### src/rtl/vdac_out.sv
// ---------------------------------------------------------------------------
// vdac_out
//
// Output stage between the colour LUT (ide_video) and the VDAC. It registers
// the 8-bit RGB in two stages (S1, S2) and delays hsync/vsync/blank by the
// same two cycles so control stays aligned with the pixels. RGB is forced to
// black during blanking and while the mode-change mute is active.
//
// It also owns the LUT mode select. A requested mode change is held pending
// until the next vsync leading edge, applied in the cycle after that edge,
// and then followed by MUTE_FRAMES frames of black output.
//
// Optional build macro:
//   VDAC_TESTPAT_EN  adds a pixel counter and an 8-bar colour test pattern
//                    selected by test_en. Without it test_en is ignored.
//
// Ports:
//   clk                    pixel clock
//   rst                    synchronous reset, active high
//   mode_req               requested LUT mode (0 = LUT, 1 = linear)
//   mode                   applied LUT mode, drives ide_video.mode
//   v_r_in/v_g_in/v_b_in   8-bit RGB from ide_video
//   hsync_in/vsync_in      syncs aligned with the incoming RGB
//   blank_in               1 = blanking interval, aligned with the RGB
//   test_en                test-pattern enable (VDAC_TESTPAT_EN only)
//   v_r/v_g/v_b            registered RGB to the VDAC (2-cycle latency)
//   hsync/vsync            registered syncs to the VDAC (2-cycle latency)
//   blank_n                registered active-low blank (2-cycle latency)
//   muted                  1 while the mode-change mute is active
// ---------------------------------------------------------------------------
module vdac_out #(
    parameter logic        HSYNC_POL   = 1'b0,
    parameter logic        VSYNC_POL   = 1'b0,
    parameter int unsigned MUTE_FRAMES = 1,     // 0..15, 0 = no mute
    parameter int unsigned BAR_W       = 80
) (
    input  logic       clk,
    input  logic       rst,
    input  logic       mode_req,
    output logic       mode,
    input  logic [7:0] v_r_in,
    input  logic [7:0] v_g_in,
    input  logic [7:0] v_b_in,
    input  logic       hsync_in,
    input  logic       vsync_in,
    input  logic       blank_in,
    input  logic       test_en,
    output logic [7:0] v_r,
    output logic [7:0] v_g,
    output logic [7:0] v_b,
    output logic       hsync,
    output logic       vsync,
    output logic       blank_n,
    output logic       muted
);

    localparam int CNT_W = 4;

    typedef enum logic [1:0] {
        ST_IDLE = 2'd0,
        ST_PEND = 2'd1,
        ST_MUTE = 2'd2
    } state_t;

    // -----------------------------------------------------------------------
    // Mode-change control
    // -----------------------------------------------------------------------
    state_t             state_q, state_d;
    logic               mode_q, mode_d;
    logic [CNT_W-1:0]   cnt_q, cnt_d;
    logic               vs_prev_q, vs_prev_d;
    logic               vs_edge;

    // vs_prev resets to the inactive level, so a vsync that is already active
    // in the first cycle after reset is seen as a leading edge.
    assign vs_edge   = (vsync_in == VSYNC_POL) && (vs_prev_q != VSYNC_POL);
    assign vs_prev_d = vsync_in;

    always_comb begin
        state_d = state_q;
        mode_d  = mode_q;
        cnt_d   = cnt_q;
        case (state_q)
            ST_IDLE: begin
                if (mode_req != mode_q) begin
                    state_d = ST_PEND;
                end
            end
            ST_PEND: begin
                // A withdrawn request wins over a coincident vsync edge.
                if (mode_req == mode_q) begin
                    state_d = ST_IDLE;
                end else if (vs_edge) begin
                    mode_d = mode_req;
                    if (MUTE_FRAMES == 0) begin
                        state_d = ST_IDLE;
                    end else begin
                        cnt_d   = CNT_W'(MUTE_FRAMES);
                        state_d = ST_MUTE;
                    end
                end
            end
            ST_MUTE: begin
                // Requests arriving during the mute are only looked at on exit.
                if (vs_edge) begin
                    cnt_d = cnt_q - 1'b1;
                    if (cnt_q <= CNT_W'(1)) begin
                        state_d = (mode_req != mode_q) ? ST_PEND : ST_IDLE;
                    end
                end
            end
            default: begin
                state_d = ST_IDLE;
            end
        endcase
    end

    always_ff @(posedge clk) begin
        if (rst) begin
            state_q   <= ST_IDLE;
            mode_q    <= 1'b0;
            cnt_q     <= '0;
            vs_prev_q <= ~VSYNC_POL;
        end else begin
            state_q   <= state_d;
            mode_q    <= mode_d;
            cnt_q     <= cnt_d;
            vs_prev_q <= vs_prev_d;
        end
    end

    // -----------------------------------------------------------------------
    // Optional test pattern source
    // -----------------------------------------------------------------------
`ifdef VDAC_TESTPAT_EN
    logic [10:0] pix_q, pix_d;

    // Counts non-blank pixels since the last blank, saturating at 2047.
    always_comb begin
        if (blank_in) begin
            pix_d = '0;
        end else if (pix_q == 11'h7FF) begin
            pix_d = pix_q;
        end else begin
            pix_d = pix_q + 11'd1;
        end
    end

    always_ff @(posedge clk) begin
        if (rst) begin
            pix_q <= '0;
        end else begin
            pix_q <= pix_d;
        end
    end

    // Bars in order white, yellow, cyan, green, magenta, red, blue, black.
    // With that order R is set where idx[1]==0, G where idx[2]==0 and
    // B where idx[0]==0. Pixels past the eighth bar are black.
    function automatic logic [23:0] bar_rgb(input logic [10:0] pix);
        logic [2:0]  idx;
        logic        hit;
        logic [31:0] pos;
        logic [23:0] rgb;
        idx = 3'd0;
        hit = 1'b0;
        pos = {21'd0, pix};
        for (int unsigned i = 0; i < 8; i++) begin
            if (pos >= i * BAR_W && pos < (i + 1) * BAR_W) begin
                idx = i[2:0];
                hit = 1'b1;
            end
        end
        if (hit) begin
            rgb = {{8{~idx[1]}}, {8{~idx[2]}}, {8{~idx[0]}}};
        end else begin
            rgb = '0;
        end
        return rgb;
    endfunction
`else
    logic unused_test_en;
    assign unused_test_en = test_en;
    localparam int unsigned unused_bar_w = BAR_W;
`endif

    // -----------------------------------------------------------------------
    // Stage S1: capture pixel and control
    // -----------------------------------------------------------------------
    logic [7:0] r_p1_q, r_p1_d;
    logic [7:0] g_p1_q, g_p1_d;
    logic [7:0] b_p1_q, b_p1_d;
    logic       hs_p1_q, hs_p1_d;
    logic       vs_p1_q, vs_p1_d;
    logic       blank_p1_q, blank_p1_d;

    always_comb begin
        r_p1_d     = v_r_in;
        g_p1_d     = v_g_in;
        b_p1_d     = v_b_in;
`ifdef VDAC_TESTPAT_EN
        if (test_en) begin
            {r_p1_d, g_p1_d, b_p1_d} = bar_rgb(pix_q);
        end
`endif
        hs_p1_d    = hsync_in;
        vs_p1_d    = vsync_in;
        blank_p1_d = blank_in;
    end

    // Pixel data needs no reset: S1 blank resets to 1, so S2 masks it.
    always_ff @(posedge clk) begin
        r_p1_q <= r_p1_d;
        g_p1_q <= g_p1_d;
        b_p1_q <= b_p1_d;
    end

    always_ff @(posedge clk) begin
        if (rst) begin
            hs_p1_q    <= ~HSYNC_POL;
            vs_p1_q    <= ~VSYNC_POL;
            blank_p1_q <= 1'b1;
        end else begin
            hs_p1_q    <= hs_p1_d;
            vs_p1_q    <= vs_p1_d;
            blank_p1_q <= blank_p1_d;
        end
    end

    // -----------------------------------------------------------------------
    // Stage S2: black forcing and VDAC output registers
    // -----------------------------------------------------------------------
    logic [7:0] v_r_q, v_r_d;
    logic [7:0] v_g_q, v_g_d;
    logic [7:0] v_b_q, v_b_d;
    logic       hsync_q, hsync_d;
    logic       vsync_q, vsync_d;
    logic       blank_n_q, blank_n_d;
    logic       force_blk;

    // Mute uses the live FSM state, so black starts two cycles after the
    // vsync edge that enters MUTE, one cycle after muted rises.
    assign force_blk = blank_p1_q || (state_q == ST_MUTE);

    always_comb begin
        v_r_d     = force_blk ? 8'd0 : r_p1_q;
        v_g_d     = force_blk ? 8'd0 : g_p1_q;
        v_b_d     = force_blk ? 8'd0 : b_p1_q;
        hsync_d   = hs_p1_q;
        vsync_d   = vs_p1_q;
        blank_n_d = ~blank_p1_q;
    end

    always_ff @(posedge clk) begin
        if (rst) begin
            v_r_q     <= '0;
            v_g_q     <= '0;
            v_b_q     <= '0;
            hsync_q   <= ~HSYNC_POL;
            vsync_q   <= ~VSYNC_POL;
            blank_n_q <= 1'b0;
        end else begin
            v_r_q     <= v_r_d;
            v_g_q     <= v_g_d;
            v_b_q     <= v_b_d;
            hsync_q   <= hsync_d;
            vsync_q   <= vsync_d;
            blank_n_q <= blank_n_d;
        end
    end

    assign v_r     = v_r_q;
    assign v_g     = v_g_q;
    assign v_b     = v_b_q;
    assign hsync   = hsync_q;
    assign vsync   = vsync_q;
    assign blank_n = blank_n_q;
    assign mode    = mode_q;
    assign muted   = (state_q == ST_MUTE);

endmodule
### config.mk
export PLATFORM = sky130hd
export DESIGN_NAME = vdac_out
export DESIGN_NICKNAME = d
export VERILOG_FILES = /design/src/rtl/vdac_out.sv
export SDC_FILE = /design/constraint.sdc
export NUM_CORES = 1
export LEC_CHECK = 0
export ABC_AREA = 0
export BUFFER_PORTS_ARGS = -buffer_cell sky130_fd_sc_hd__buf_2
export CAP_MARGIN = 20
export CORE_MARGIN = 5
export CORE_UTILIZATION = 42
export CTS_CLUSTER_DIAMETER = 80
export DETAILED_ROUTE_END_ITERATION = 7
export HOLD_SLACK_MARGIN = 0.08
export PLACE_DENSITY_LB_ADDON = 0.15
export SETUP_SLACK_MARGIN = 0.02
export SYNTH_ARGS = -nofsm -noshare
export SYNTH_HDL_FRONTEND = slang
export SYNTH_SLANG_ARGS = --single-unit
### constraint.sdc
create_clock -name clk -period 1.4 [get_ports clk]
set_input_delay 0 -clock clk [delete_from_list [all_inputs] [get_ports clk]]
set_output_delay 0 -clock clk [all_outputs]
set_load 0.005 [all_outputs]
Yosys cells after proc, flatten, opt, wreduce, memory -nomap -nowiden --
Index checks and enable logic that the tools add are counted.
Word-level totals: input port bits 31, logic and storage cells 49, flip-flop bits (word level) 61, output and inout port bits 29
Cells by class: multiplexer cells 11, bitwise operators 3, eq/ne operators 10, order comparisons 1, $add $sub $neg 1, reductions and logical operators 8
Operators by type and width (number):
- $mux 4 | 3
- $mux 2 | 5
- $pmux 4 s2 | 1
- $reduce_and 4->1 | 2
- $ne 2x2->1 const B | 3
- $pmux 2 s3 | 1
- $le 4x1->1 const B | 1
- $ne 2x1->1 const B | 2
- $sub 4x1->4 const B | 1
- $ne 3x3->1 const B | 1
- $not 1->1 | 3
- $reduce_and 3->1 | 1
- $eq 2x1->1 const B | 1
- $eq 2x2->1 const B | 1
- $logic_not 2->1 | 1
- $reduce_bool 2->1 | 1
- $reduce_or 2->1 | 1
- $eq 1x1->1 | 1
- $logic_and 1x1->1 | 1
- $logic_or 1x1->1 | 1
- $mux 1 | 1
- $ne 1x1->1 | 1

Longest topological paths before layout --
Gate-level depths: netlist of run 1.
word-level depth 5, depth in mapped cells 6, gate-level depth less buffers 6

Worst setup path after synthesis of run 1 --
OpenSTA, ideal clock, no wires.
kind register to register, start point register cnt_q[0], end point register state_q[0], clock period less this slack 1.290 ns, path buffers 0, required time 1.285 ns, library setup time 0.115 ns, stages on the path, launching flop included 7, path slack 0.110 ns, data arrival time 1.175 ns, cells stage by stage dfxtp_1 -> inv_1 -> ha_1 -> nor2_1 -> o31ai_1 -> a21boi_0 -> a2111oi_0
On the way: cells in the longest elaborated chain, start to end 3
RTL lines:
- start: declaration | RTL line 70 | logic [CNT_W-1:0] cnt_q, cnt_d;
- start signal: assignment | RTL line 127 | cnt_q <= cnt_d;
- $le 4x1->1 | RTL line 107 | if (cnt_q <= CNT_W'(1)) begin
- $ne 2x1->1 (no source line)
- $reduce_and 4->1 (no source line)
- end signal: assignment | RTL line 125 | state_q <= state_d;
- end: declaration | RTL line 68 | state_t state_q, state_d;
No other way between the ends. A chain may end at the register's enable or synchronous reset.

Worst setup path after layout of run 1 --
start point register cnt_q[0], end point register state_q[1]
Same word-level chain as after synthesis.

==> summary.txt, run 1 <==
Status
  – Status: complete, no violations

Routing
  – Antenna-violating nets left: 0
  – Vias per Instance: between 4 and 5
  – Wire per inst: approximately 13 um
  – TritonRoute pass-1 iters: 4
  – DRT Wirelength: about 3600 um
  – Drt drc: 0
  – Drt initial violations: 31
  – Routed vias: about 1200

Clock network
  – CTS tree: built
  – H-Tree Depth: 3
  – Worst skew pair latency: roughly 320 ps
  – CTS clk-pin slew, worst paths: roughly 60 ps
  – CTS Sinks: 61
  – Longest Clk Path Bufs: 2
  – CTS Buf Count: 9
  – CTS root buf: clkbuf_8

Global route
  – Total track usage: about 15%
  – Pin count of the biggest net entering global routing: 25
  – First-pass GRT wire length: roughly 5600 um
  – Vias in the first global route: roughly 1300
  – Initial antenna violation count: 0
  – Overflow left after global routing: 0

Logic synthesis
  – Distinct cells, synth: 27
  – Top post-synthesis cells by count: dfxtp_1 (61), and2_1 (24), or2_2 (5)
  – Sequential-to-total area share from yosys stat: between 70% and 80%
  – Largest area contributor in the netlist: dfxtp_1
  – Count leader, synth: dfxtp_1
  – Area contributors post-synth: dfxtp_1 (74%), and2_1 (9.1%), or2_2 (1.9%), ha_1 (1.5%), nor4b_4 (1.4%)
  – Post-synth EDFFs: 0
  – Synth Flop Type: dfxtp_1
  – Yosys Warn Count: 0
  – Syn_area_per_cell: about 13 um2
  – Post-synthesis async set-or-reset flop share: 0%
  – Synth Instances: approximately 120
  – Post-Syn Area: 1660 um2
  – FF+latch count, synth: 61
  – Syn Nets: roughly 160
  – Top cell type's share of synthesized area: 73.7%

Timing
  – Relative slew slack: 71.6%
  – Hold WS: 136 ps
  – Sum Neg Setup Slack: 0 ps
  – Slew @ Worst Pin: 425 ps
  – Final Hold Viols: 0
  – Setup violators final: 0
  – Max Fclk: around 760 MHz
  – Part of the cycle the worst path needs: approximately 94%
  – Post-layout min period: 1320 ps
  – Final Max Slew Viols: 0
  – Clock Skew: ~4.7 ps

Placement
  – Cells after DPL: ~230
  – Dpl hpwl: about 2200 um
  – Gp weighted congestion: between 0.7 and 0.8
  – DP Area: 2030 um2
  – I/O Buffers: 58

Setup path
  – CP endpoint kind: flop
  – FF-to-FF path depth: 7
  – Crit path kind: reg -> reg
  – Crit path max fanout: 5
  – CP Launch Type: flop
  – Required @ worst endpoint: around 1600 ps
  – WP data arrival: around 1600 ps

Floorplanning
  – Row Count: 22
  – Die ar.: 5300 um2
  – Initial Util: between 40 and 50%
  – Io pins: 60
  – Die width: between 70 and 80 um
  – Die height: between 70 and 80 um
  – CORE AREA: approximately 3700 um2

Worst hold path
  – Min-delay worst type: in -> reg
  – Hold depth: 3

Flow run
  – Max cap viols: 0

Finish
  – N_diodes: 0
  – Post-Layout Inst Area: roughly 2600 um2
  – Fill cell count: 281
  – Layout cell share with drive strength beyond 1: a little over two fifths
  – Fin nets: ~260
  – Synth-to-Final Area Change: 54.3%
  – Non-filler cells, final: 280

Power
  – Worst vdd ir: approximately 0.9 mV
  – Pwr Density: around 1300 nW/um2
  – Leakage: approximately 1.2 nW
  – Tot Pwr: 3.30 mW
-- where the power goes --
group	internal, mW	switching [mW]
Clock	0.676	0.586
Sequential	1.81	0.0213
Combinational	0.139	0.0757
Total	2.62	0.683
-- path summary, 6_finish.rpt --
check,from,endpoint,slack [ps]
max reg2reg,cnt_q[0],state_q[1],80
max,cnt_q[0],state_q[1],80
min reg2reg,hs_p1_q,hsync,410
min,rst,blank_n,140
-- final cells by class --
type / instances / area [um2] / share of cell area [%]
multi-input combinational: 59 / 468 / 18.3
clock buffer: 13 / 149 / 5.82
inverter: 2 / 7.51 / 0.293
tap: 48 / 60.1 / 2.35
timing repair buffer: 95 / 641 / 25.0
sequential: 61 / 1220 / 47.8
clock inverter: 2 / 10.0 / 0.391
-- routing by layer --
metal  up-vias  routed length [um]  track usage (%)
met4         0                  54             6.15
met2        49                1810             24.1
li1        610                   -                -
met1       567                1410             15.0
met3         6                 339             8.40
met5         -                   0                0
-- registers in the layout, summed over array words and instances (netlist names), 2 cells and up --
| register | cells |
|---|---|
| g_p1_q | 8 |
| r_p1_q | 8 |
| v_r | 8 |
| v_g | 8 |
| state_q | 2 |
| cnt_q | 4 |
| b_p1_q | 8 |
| v_b | 8 |
-- metrics by stage --
stage	utilization [%]	setup slack, ps
after detailed placement	54.1	-191
after floorplan	-	110
after global placement	54.1	-149
final	68.3	79.1
after global routing	68.3	-18.0
after CTS	66.6	7.56
-- kinds of logic (layout without fill, tap and decap cells) --
| group | count (synthesis) | count (layout) | share of synthesized area [%] |
|---|---|---|---|
| flip-flops | 61 | 61 | 73.7 |
| multiplexers | 1 | 1 | 0.604 |
| buffers and inverters | 5 | 112 | 1.13 |
| adder cells (fa/ha/maj) | 2 | 2 | 1.51 |
| XOR/XNOR | 3 | 3 | 1.59 |
| AO/OA/AOI/OAI | 8 | 8 | 3.47 |
| AND/OR/NAND/NOR | 44 | 45 | 18.0 |
-- cell usage in the layout, fill, tap and decap left out, drive strengths merged, types with 2 or more instances in the layout --
cell type / netlist / layout
buf: 0 / 66
dfxtp: 61 / 61
dlygate4sd3: 0 / 29
and2: 24 / 24
clkbuf: 3 / 13
or2: 5 / 5
nor3: 3 / 4
nor2: 3 / 3
a21oi: 3 / 3
clkinv: 0 / 2
inv: 2 / 2
xnor2: 2 / 2
ha: 2 / 2
-- worst max-delay path: stages (launching register included) --
cell     delay, ps
dfxtp_2        370
inv_1           70
ha_2           180
nor2_1         130
o31ai_2         90
buf_4          130
buf_4          120
a21oi_1        150
-- what timing repair did --
item	CTS	global route
setup endpoints to repair	25	29
hold buffers	28	1
cloned	0	1
gates resized for setup	4	8
endpoints found under the hold margin	28	1
pin swaps	2	1
buffers inserted	2	2
Note: power is estimated with default switching activity, not from simulation.
==> run 2, diff against run 1 <==
--- a/config.mk
+++ b/config.mk
@@ -16,3 +16,3 @@
 export PLACE_DENSITY_LB_ADDON = 0.15
-export SETUP_SLACK_MARGIN = 0.02
+export SETUP_SLACK_MARGIN = 0.2
 export SYNTH_ARGS = -nofsm -noshare
==> constraint.sdc (replaced) <==
create_clock -name clk -period 1.4 [get_ports clk]
set_input_delay 0.28 -clock clk [delete_from_list [all_inputs] [get_ports clk]]
set_output_delay 0.28 -clock clk [all_outputs]
set_load 0.005 [all_outputs]
==> run 2 against run 1 <==
Non-clock buffer count shrank 3. Die area is the same. Register-to-register slack gained 80 ps. Cell area grew 2.6%. Utilization grew 1.8 points. Total power grew 7.0%. Flip-flop and latch count is the same. Fmax grew 3.8%. Largest power group unchanged.
==> summary.txt, run 2 (synthesis results as in run 1) <==
Worst hold path
  – Hold depth: 2 (-1)
  – Min-delay worst type: in -> reg

Setup path
  – WP data arrival: 990 ps (-570 ps)
  – Crit path kind: reg -> out
  – FF-to-FF path depth: 5 (-2)
  – CP endpoint kind: output port
  – Required @ worst endpoint: 1120 ps (-520 ps)
  – Crit path max fanout: 5 (unchanged)
  – CP Launch Type: flop

Finish
  – Final core utilization: 70.1% (+1.8 points)
  – Leading cell type in the layout, fill and taps excluded: buf_2
  – Fill cell count: 280 (-0.36%)
  – N_diodes: 0 (unchanged)
  – Layout cell share with drive strength beyond 1: 48.7% (+6.9 points)
  – Fin nets: 257 (-1.5%)
  – Synth-to-Final Area Change: 58.3%
  – Commonest cells after routing, fill and taps aside: buf_2 (57), dfxtp_1 (55), and2_1 (24), dlygate4sd3_1 (24), clkbuf_8 (11)

Floorplanning
  – Initial Util: 44.3% (unchanged)
  – Io pins: 60 (unchanged)
  – Row Count: 22 (unchanged)
  – Die width: 72.8 um (unchanged)
  – CORE AREA: 3740 um2 (unchanged)
  – Die height: 72.8 um (unchanged)
  – Die ar.: 5300 um2 (unchanged)

Global route
  – Initial antenna violation count: 0 (unchanged)
  – Pin count of the biggest net entering global routing: 25 (unchanged)
  – First-pass GRT wire length: 5320 um (-5.6%)
  – Vias in the first global route: 1175 (-7.5%)
  – Total track usage: 13.8% (-0.71 points)
  – Overflow left after global routing: 0 (unchanged)

Timing
  – Final Max Slew Viols: 0 (unchanged)
  – Relative slew slack: 79.0% (+7.5 points)
  – RSZ-0062 raised after global routing: true
  – Slew @ Worst Pin: 313 ps (-112 ps)
  – Max Fclk: 786 MHz (+3.8%)
  – Post-layout min period: 1270 ps (-48.2 ps)
  – Final Hold Viols: 0 (unchanged)
  – Part of the cycle the worst path needs: 90.9% (-3.4 points)
  – Clock Skew: 5.10 ps (+0.386 ps)
  – Hold WS: 147 ps (+11.1 ps)
  – Setup violators final: 0 (unchanged)

Clock network
  – CTS root buf: clkbuf_8
  – CTS Sinks: 61 (unchanged)
  – CTS Buf Count: 9 (unchanged)
  – Longest Clk Path Bufs: 2 (unchanged)
  – CTS clk-pin slew, worst paths: 60 ps (about the same)
  – Worst skew pair latency: 320 ps (about the same)
  – H-Tree Depth: 3 (unchanged)
  – CTS tree: built

Routing
  – Wire per inst: 12.0 um (-7.1%)
  – Vias per Instance: 4.28 (-2.8%)
  – Drt initial violations: 36 (+16%)
  – Drt drc: 0 (unchanged)
  – TritonRoute pass-1 iters: 4 (unchanged)
  – Routed vias: 1181 (-4.1%)
  – DRT Wirelength: 3310 um (-8.4%)
  – Antenna-violating nets left: 0 (unchanged)

Placement
  – Gp weighted congestion: 0.696 (-12%)
  – Dpl hpwl: 2110 um (-2.1%)
  – I/O Buffers: 58 (unchanged)

Status
  – Status: complete, no violations

Power
  – Pwr Density: 1350 nW/um2 (+4.3%)
  – Leakage: 1.20 nW (+2.0%)
  – Worst vdd ir: 1.14 mV (+29%)

Flow run
  – Max cap viols: 0 (unchanged)
==> run 2: cell types whose count changed in the layout (fill, tap and decap cells not counted), sizes merged <==
| cell | change |
|---|---|
| clkbuf | -2 |
| clkinvlp | +1 |
| nor3 | -1 |
| dlygate4sd3 | -5 |
| buf | +2 |
| bufinv | +1 |
==> run 2: layer usage <==
metal | vias to the layer above | share of wire (%) | GRT usage [%]
li1 | 606 | - | -
met1 | 528 | 40 | 15.5
met2 | 41 | 50 | 21.4
met3 | 6 | 8.7 | 4.96
met4 | 0 | 1.4 | 10.5
met5 | - | 0 | 0
==> run 2: cell type report <==
| cell class | count | area (um2) | share of cell area [%] |
|---|---|---|---|
| Sequential cell | 61 | 1240 | 47.1 |
| Multi-Input combinational cell | 58 | 500 | 19.1 |
| Clock inverter | 4 | 47.5 | 1.81 |
| Tap cell | 48 | 60.1 | 2.29 |
| Timing Repair Buffer | 92 | 619 | 23.6 |
| Inverter | 2 | 10.0 | 0.381 |
| Clock buffer | 11 | 151 | 5.77 |
==> run 2: worst paths after layout <==
check            end  slack (ps)       start
min          hs_p1_q         150    hsync_in
max            muted         130  state_q[0]
min reg2reg    hsync         410     hs_p1_q
max reg2reg   v_b[2]         160  state_q[0]
==> run 2: repair_timing <==
action | CTS | global route
resized for setup | 12 | 8
hold buffers | 24 | 0
endpoints found under the hold margin | 24 | 0
buffers inserted | 5 | 4
endpoints found under the setup margin | 7 | 31
pin swaps | 2 | 2
==> run 2: report_power, final <==
part / leakage (nW) / internal, mW / switching, mW
Clock: 0.101 / 0.902 / 0.600
Combinational: 0.589 / 0.136 / 0.0715
Sequential: 0.507 / 1.80 / 0.0220
==> run 2: critical path, cell delays in order, from the launching register on <==
cell	delay (ps)
dfxtp_2	340
and2b_4	250
buf_6	90
==> run 2: through the flow <==
stage	TNS [ps]	worst slack [ps]	area [um2]	cells	total power [mW]
2_1_floorplan	0	167	1700	124	1.92
3_3_place_gp	0	33.3	2040	228	1.99
3_5_place_dp	-9.92	-9.92	2040	228	2.00
4_1_cts	0	97.8	2560	272	3.58
5_1_grt	0	62.0	2630	276	3.69
6_report	0	127	2630	276	3.53
